**config.mk**
```make
export PLATFORM = sky130hd
export DESIGN_NAME = blit_addr_walker
export DESIGN_NICKNAME = d
export VERILOG_FILES = /design/src/rtl/blit_pkg.sv /design/src/rtl/blit_addr_calc.sv /design/src/rtl/blit_addr_walker.sv
export SDC_FILE = /design/constraint.sdc
export NUM_CORES = 1
export LEC_CHECK = 0
export ABC_AREA = 1
export BUFFER_PORTS_ARGS = -buffer_cell sky130_fd_sc_hd__buf_2
export CAP_MARGIN = 10
export CORE_ASPECT_RATIO = 0.7
export CORE_MARGIN = 5
export CORE_UTILIZATION = 50
export CTS_BUF_LIST = sky130_fd_sc_hd__clkbuf_2
export CTS_CLUSTER_SIZE = 12
export DETAILED_ROUTE_END_ITERATION = 10
export PLACE_DENSITY = 0.76
export RECOVER_POWER = 25
export REMOVE_ABC_BUFFERS = 1
export SLEW_MARGIN = 25
export SYNTH_ARGS = -nofsm -noshare
export SYNTH_HDL_FRONTEND = slang
export SYNTH_SLANG_ARGS = --single-unit
```
**constraint.sdc**
```tcl
create_clock -name sys_clk -period 12.9 [get_ports sys_clk]
set_input_delay 2.58 -clock sys_clk [delete_from_list [all_inputs] [get_ports sys_clk]]
set_output_delay 2.58 -clock sys_clk [all_outputs]
set_load 0.02 [all_outputs]
```
**src/rtl/blit_pkg.sv**
```systemverilog
// Shared types for the blitter address walker: pitch codes, FSM states,
// per-channel window configuration and the pixel-size clamp.
package blit_pkg;

    typedef enum logic [1:0] {
        PITCH_X1 = 2'd0,
        PITCH_X2 = 2'd1,
        PITCH_X4 = 2'd2,
        PITCH_X3 = 2'd3
    } pitch_e;

    typedef enum logic [1:0] {
        S_IDLE  = 2'd0,
        S_ISSUE = 2'd1,
        S_WAIT  = 2'd2
    } state_e;

    typedef struct packed {
        logic        en;
        logic [15:0] x;
        logic [15:0] y;
        logic [20:0] base;
        logic [1:0]  pitch;
        logic [2:0]  pixsize;
        logic [5:0]  width;
        logic [1:0]  zoffset;
        logic        zaddr;
        logic [15:0] xstep;
        logic [15:0] xadd;
        logic [15:0] yadd;
    } chan_cfg_t;

    // Codes 6 and 7 alias onto 4 and 5 (legacy pixel-size decode).
    function automatic logic [2:0] clamp_pixsize(input logic [2:0] ps);
        return (ps > 3'd5) ? ps - 3'd2 : ps;
    endfunction

endpackage

```
**src/rtl/blit_addr_calc.sv**
```systemverilog
// Combinational pixel address equation for one window channel:
// row offset from y and the mantissa/exponent width, then scale by pixel size and pitch.
module blit_addr_calc
    import blit_pkg::*;
(
    input  logic [15:0] x,
    input  logic [15:0] y,
    input  logic [20:0] base,
    input  logic [1:0]  pitch,
    input  logic [2:0]  pixsize,
    input  logic [5:0]  width,
    input  logic [1:0]  zoffset,
    input  logic        zaddr,
    output logic [23:0] address,
    output logic [2:0]  pixa
);

    logic [1:0]  mant;
    logic [3:0]  expo;
    logic [14:0] ym;
    logic [25:0] ysh;
    logic [23:0] row;
    logic [24:0] pa;
    logic [29:0] bitaddr;
    logic [20:0] phrase;
    logic [20:0] scaled;
    logic [20:0] zadd;
    logic [20:0] addr21;

    always_comb begin
        mant    = width[1:0];
        expo    = width[5:2];
        ym      = {3'b0, y[11:0]} * {12'b0, 1'b1, mant};
        ysh     = {11'b0, ym} << expo;
        // Exponents of 12 and above describe windows too wide for the y term.
        row     = (expo >= 4'd12) ? 24'd0 : ysh[25:2];
        pa      = {1'b0, row} + {9'b0, x};
        bitaddr = {5'b0, pa} << clamp_pixsize(pixsize);
        phrase  = bitaddr[26:6];
        case (pitch_e'(pitch))
            PITCH_X1: scaled = phrase;
            PITCH_X2: scaled = phrase << 1;
            PITCH_X4: scaled = phrase << 2;
            default:  scaled = phrase + (phrase << 1);
        endcase
        zadd    = zaddr ? {19'b0, zoffset} : 21'd0;
        addr21  = base + scaled + zadd;
        address = {addr21, bitaddr[5:3]};
        pixa    = bitaddr[2:0];
    end

    logic unused_bits;
    assign unused_bits = ^{y[15:12], ysh[1:0], bitaddr[29:27]};

endmodule

```
**src/rtl/blit_addr_walker.sv**
```systemverilog
// Multi-channel blitter address walker: steps a rectangle of pixels and
// issues one registered address per enabled channel per pixel over valid/ready.
module blit_addr_walker
    import blit_pkg::*;
#(
    parameter int NCHAN = 2,
    parameter int CW    = 2,
    parameter int CNT_W = 16
) (
    input  logic             sys_clk,
    input  logic             resetl,
    input  logic             cfg_we,
    input  logic [CW-1:0]    cfg_ch,
    input  logic             cfg_en,
    input  logic [15:0]      cfg_x,
    input  logic [15:0]      cfg_y,
    input  logic [20:0]      cfg_base,
    input  logic [1:0]       cfg_pitch,
    input  logic [2:0]       cfg_pixsize,
    input  logic [5:0]       cfg_width,
    input  logic [1:0]       cfg_zoffset,
    input  logic             cfg_zaddr,
    input  logic [15:0]      cfg_xstep,
    input  logic [15:0]      cfg_xadd,
    input  logic [15:0]      cfg_yadd,
    input  logic [CNT_W-1:0] inner_cnt,
    input  logic [CNT_W-1:0] outer_cnt,
    input  logic             start,
    input  logic             abort,
    output logic             busy,
    output logic             addr_valid,
    input  logic             addr_ready,
    output logic [23:0]      address,
    output logic [2:0]       pixa,
    output logic [CW-1:0]    addr_ch,
    output logic             last,
    output logic             done
);

    state_e           state, state_nxt;
    chan_cfg_t        chan [NCHAN];
    chan_cfg_t        cur_cfg;
    logic [CW-1:0]    cur_ch, first_en, next_ch;
    logic             any_en, has_next;
    logic [CNT_W-1:0] inner_rem, outer_rem, inner_load;
    logic [23:0]      calc_addr;
    logic [2:0]       calc_pixa;
    logic             walk_ok, row_end, final_pix;
    logic             do_start, do_empty, do_load, do_accept;

    // Lowest enabled channel, next enabled channel above the current one,
    // and the config of the current channel.
    always_comb begin
        any_en   = 1'b0;
        first_en = '0;
        has_next = 1'b0;
        next_ch  = '0;
        cur_cfg  = chan[0];
        for (int i = NCHAN - 1; i >= 0; i--) begin
            if (chan[i].en) begin
                any_en   = 1'b1;
                first_en = CW'(i);
                if (i > int'(cur_ch)) begin
                    has_next = 1'b1;
                    next_ch  = CW'(i);
                end
            end
            if (CW'(i) == cur_ch) cur_cfg = chan[i];
        end
    end

    assign walk_ok   = any_en && (inner_cnt != '0) && (outer_cnt != '0);
    assign row_end   = (inner_rem == CNT_W'(1));
    assign final_pix = row_end && (outer_rem == CNT_W'(1));
    assign busy      = (state != S_IDLE);

    blit_addr_calc u_calc (
        .x       (cur_cfg.x),
        .y       (cur_cfg.y),
        .base    (cur_cfg.base),
        .pitch   (cur_cfg.pitch),
        .pixsize (cur_cfg.pixsize),
        .width   (cur_cfg.width),
        .zoffset (cur_cfg.zoffset),
        .zaddr   (cur_cfg.zaddr),
        .address (calc_addr),
        .pixa    (calc_pixa)
    );

    always_ff @(posedge sys_clk or negedge resetl) begin
        if (!resetl) state <= S_IDLE;
        else         state <= state_nxt;
    end

    always_comb begin
        state_nxt = state;
        case (state)
            S_IDLE:  if (start && walk_ok) state_nxt = S_ISSUE;
            S_ISSUE: state_nxt = S_WAIT;
            S_WAIT:  if (addr_ready) state_nxt = last ? S_IDLE : S_ISSUE;
            default: state_nxt = S_IDLE;
        endcase
        if (abort) state_nxt = S_IDLE;
    end

    always_comb begin
        do_start  = (state == S_IDLE) && start && !abort && walk_ok;
        do_empty  = (state == S_IDLE) && start && !abort && !walk_ok;
        do_load   = (state == S_ISSUE) && !abort;
        do_accept = (state == S_WAIT) && addr_ready && !abort;
    end

    always_ff @(posedge sys_clk or negedge resetl) begin
        if (!resetl) begin
            for (int i = 0; i < NCHAN; i++) chan[i] <= '0;
            cur_ch     <= '0;
            inner_rem  <= '0;
            outer_rem  <= '0;
            inner_load <= '0;
            addr_valid <= 1'b0;
            address    <= '0;
            pixa       <= '0;
            addr_ch    <= '0;
            last       <= 1'b0;
            done       <= 1'b0;
        end else begin
            done <= do_empty || (do_accept && last);

            for (int i = 0; i < NCHAN; i++) begin
                if ((state == S_IDLE) && cfg_we && (CW'(i) == cfg_ch)) begin
                    chan[i] <= '{en: cfg_en, x: cfg_x, y: cfg_y, base: cfg_base,
                                 pitch: cfg_pitch, pixsize: cfg_pixsize, width: cfg_width,
                                 zoffset: cfg_zoffset, zaddr: cfg_zaddr, xstep: cfg_xstep,
                                 xadd: cfg_xadd, yadd: cfg_yadd};
                end
                // Pointers step once per pixel, after its last channel is taken.
                if (do_accept && !has_next && chan[i].en) begin
                    chan[i].x <= chan[i].x + (row_end ? chan[i].xadd : chan[i].xstep);
                    if (row_end) chan[i].y <= chan[i].y + chan[i].yadd;
                end
            end

            if (do_start) begin
                inner_rem  <= inner_cnt;
                outer_rem  <= outer_cnt;
                inner_load <= inner_cnt;
                cur_ch     <= first_en;
            end

            if (do_load) begin
                address    <= calc_addr;
                pixa       <= calc_pixa;
                addr_ch    <= cur_ch;
                last       <= final_pix && !has_next;
                addr_valid <= 1'b1;
            end

            if (do_accept) begin
                addr_valid <= 1'b0;
                last       <= 1'b0;
                cur_ch     <= has_next ? next_ch : first_en;
                if (!has_next) begin
                    if (row_end) begin
                        inner_rem <= inner_load;
                        outer_rem <= outer_rem - CNT_W'(1);
                    end else begin
                        inner_rem <= inner_rem - CNT_W'(1);
                    end
                end
            end

            if (abort) begin
                addr_valid <= 1'b0;
                last       <= 1'b0;
            end
        end
    end

endmodule

```
==> metrics.md <==
| Metric | Value |
|---|---|
| Status | complete, but fails checks |
| Failing checks | max-capacitance violations, max-slew violations |
| DP HPWL | 42300 um |
| Avg WL per Cell | roughly 16 um |
| DRT Pass-1 Iters | 6 |
| Post-cts resize count | 0 |
| Slowest stage delay, CP | 0.67 ns |
| Seq cells post-synth | approximately 300 |
| Number of CTS-inserted buffers | 78 |
| Path type of the worst setup path | reg -> reg |
| Most frequent cells after synthesis | nand2_1 (801), inv_1 (375), o21ai_0 (368) |
| Slew Viols, Final | 221 |
| Avg Inst Size Synth | around 7.3 um2 |
| Total track usage | 0.246 |
| H-tree levels | 3 |
| Vias in the first global route | roughly 20000 |
| Starting Density | 0.506 |
| Final core occ | 0.555 |
| Maximum clock rate | 93.3 MHz |
| I/O Pins | roughly 190 |
| Data required, critical path | 13.80 ns |
| Final hold violations | 0 |
| Cell area after synthesis | 0.0214 mm2 |
| Tightest Pin Transition | roughly 6.2 ns |
| Initial drt markers | around 1600 |
| # Max-Cap Violations | 3 |
| Largest delay share family, worst path | compound AO/OA/AOI/OAI gates |
| Residual DRC | 0 |
| Crit path max-delay cell type | dfrtp_2 |
| Port Buf Inserts | ~180 |
| Fillers | 3977 |
| Hold EP | chan[61]$_DFFE_PN0P_ |
| Met1 usage in global routing | 0.357 |
| CTS root buffer | clkbuf_2 |
| Largest net degree at the start of global routing | around 120 |
| WL final | 58200 um |
| TritonCTS clock tree | built |
| Hold WC Path Type | reg -> reg |
| Cells after Synth | 2936 |
| Die W | 257 um |
| Via count | 20200 |
| Ys Warns | 0 |
| R2R setup slack | 2.18 ns |
| First-pass GRT wire length | a little under 100000 um |
| Critical Path Most Common Cell | nand2_1 |
| Layout cells sized above 1 | 0.122 |
| RSZ-0062 raised after global routing | no |
| Pre-CTS setup slack | 2.19 ns |
| Most frequent cell after synthesis | nand2_1 |
| Min-delay src | chan[61]$_DFFE_PN0P_ |
| Area Growth Syn to Fin | 9.66% |
| Reg2reg start | cur_ch[0]$_DFFE_PN0P_ |
| Synth async-reset ratio | 1.00 |
| Synth cell types | 64 |
| Clk slew on worst S/H paths | roughly 0.1 ns |
| Top_reg_cell synth | dfrtp_1 |
| Gpl congestion | 0.924 |
| Top-area cell type share of the netlist area | 0.348 |
| CTS Hold Bufs | 0 |
| Cell taking the most area after synthesis | dfrtp_1 |
| Die ar. | roughly 0.047 mm2 |
| Worst path buffer plus inverter count | 3 |
| Antenna viol nets, final | 0 |
| Worst Reg-to-Reg Cells | 51 |
| GRT overflow | 0 |
| Grt met3 use | 0.0405 |
| # rows | between 60 and 70 |
| Initial antenna violation count | 6 |
| GRT met2 Usage | 0.376 |
| WHS | 0.485 ns |
| Sequential area share after synthesis | 0.348 |
| Slew headroom | -3.16 |
| Post CTS Setup Buffer Count | 0 |
| CP arrival | 11.62 ns |
| CORE AREA | ~0.042 mm2 |
| Final-stage net count | 3422 |
| EDFF count, synth | 0 |
| Fin Setup TNS | 0 ns |
| Crit path max fanout | 15 |
| Worst hold path depth | 2 |
| Tcrit/Tclk final | 0.831 |
| Largest cells by area after synthesis | dfrtp_1 (35%), nand2_1 (14%), o21ai_0 (8.6%) |
| Critical Path Sink Type | flip-flop |
| FF-to-FF End | address[23]$_DFFE_PN0P_ |
| Max Clock Skew | around 0.1 ns |
| Post-layout min period | 10.72 ns |
| Die extent in y | between 150 and 200 um |
| Via density | about 5.4 |
| Worst-Skew Late Latency | 1.05 ns |
| Final setup viols | 0 |
| GRT busiest layer | met2 |
| Startpoint types | flip-flop |
| Final setup margin | 2.18 ns |
| CTS Sinks | slightly below 300 |
| Maximum clock path buffer count | 3 |
[cell usage in the layout (no fill, tap or decap), types with 4 or more instances in the layout]
| cell | instances |
|---|---|
| a21boi_0 | 6 |
| a21oi_1 | 134 |
| a221oi_1 | 6 |
| a22oi_1 | 5 |
| a31oi_1 | 7 |
| a32o_1 | 4 |
| buf_2 | 176 |
| buf_4 | 19 |
| clkbuf_1 | 7 |
| clkbuf_2 | 110 |
| clkinv_1 | 19 |
| dfrtp_1 | 297 |
| diode_2 | 6 |
| fa_1 | 20 |
| ha_1 | 142 |
| inv_1 | 374 |
| inv_2 | 6 |
| mux2i_1 | 35 |
| nand2_1 | 800 |
| nand2_2 | 9 |
| nand3_1 | 121 |
| nand3_2 | 6 |
| nand4_1 | 21 |
| nor2_1 | 145 |
| nor2_4 | 4 |
| nor3_1 | 16 |
| nor4_1 | 13 |
| o211ai_1 | 28 |
| o21a_1 | 4 |
| o21ai_0 | 367 |
| o21ai_1 | 25 |
| o21ai_2 | 4 |
| o21bai_1 | 10 |
| o221ai_1 | 29 |
| o22ai_1 | 11 |
| o31ai_1 | 6 |
| or2_2 | 23 |
| xnor2_1 | 23 |
| xor2_1 | 76 |
[tightest hold or removal path, delay by kind of cell, from the launching register on]
kind               cells  cell delay (ns)
DFF                    1             0.35
AOI/OAI and AO/OA      1             0.06
and+or+nand+nor        1             0.05
[cell type report]
class                           count  area, um2  area share
Antenna cell                        6       15.0    0.000639
Timing Repair Buffer              203       1080      0.0458
Clock buffer                      110        551      0.0234
Sequential cell                   298       7460       0.317
Multi-Input combinational cell   2139      12100       0.514
Clock inverter                     26        189     0.00804
Inverter                          384       1450      0.0618
Tap cell                          552        691      0.0294
[sequential cells by signal, summed over array words and instances, names as in the netlist]
name        flops
chan          216
address        24
inner_load     16
inner_rem      16
outer_rem      16
pixa            3
state           2
addr_ch         1
addr_valid      1
cur_ch          1
done            1
last            1
[kinds of logic (layout without fill, tap and decap cells)]
kind of cell             count (synthesis)  after routing  share of synthesized area
buffers and inverters                  499            723                     0.0892
AO/OA/AOI/OAI                          667            667                      0.176
adder cells (fa/ha/maj)                162            162                      0.102
flip-flops                             298            298                      0.348
other                                    1              7                   0.000175
multiplexers                            38             38                     0.0179
XOR/XNOR                                99             99                     0.0405
AND/OR/NAND/NOR                       1172           1172                      0.227
[stage by stage]
| step | cell area, um2 | instances |
|---|---|---|
| global route | 23500 | 3718 |
| floorplan | 21000 | 2821 |
| global placement | 22800 | 3575 |
| CTS | 23500 | 3711 |
| detailed placement | 22800 | 3575 |
| finish | 23500 | 3718 |
[worst max path at each step]
| stage | from | end | slack (ns) | cells past startpoint |
|---|---|---|---|---|
| global route | cur_ch[0]$_DFFE_PN0P_ | address[23]$_DFFE_PN0P_ | 1.04 | 51 |
| global placement | cur_ch[0]$_DFFE_PN0P_ | address[23]$_DFFE_PN0P_ | 2.38 | 51 |
| finish | cur_ch[0]$_DFFE_PN0P_ | address[23]$_DFFE_PN0P_ | 2.18 | 51 |
| CTS | cur_ch[0]$_DFFE_PN0P_ | address[23]$_DFFE_PN0P_ | 2.05 | 51 |
| floorplan | cur_ch[0]$_DFFE_PN0P_ | address[22]$_DFFE_PN0P_ | 2.67 | 52 |
| detailed placement | cur_ch[0]$_DFFE_PN0P_ | address[23]$_DFFE_PN0P_ | 2.19 | 51 |
[routing by layer]
layer,share of wire,up-vias
met5,0.00022,-
li1,-,10000
met1,0.48,9377
met3,0.063,130
met4,0.028,2
met2,0.43,678
Power is not shown: default switching activity piles up to over one toggle a cycle in this logic, so the estimate is an artifact.
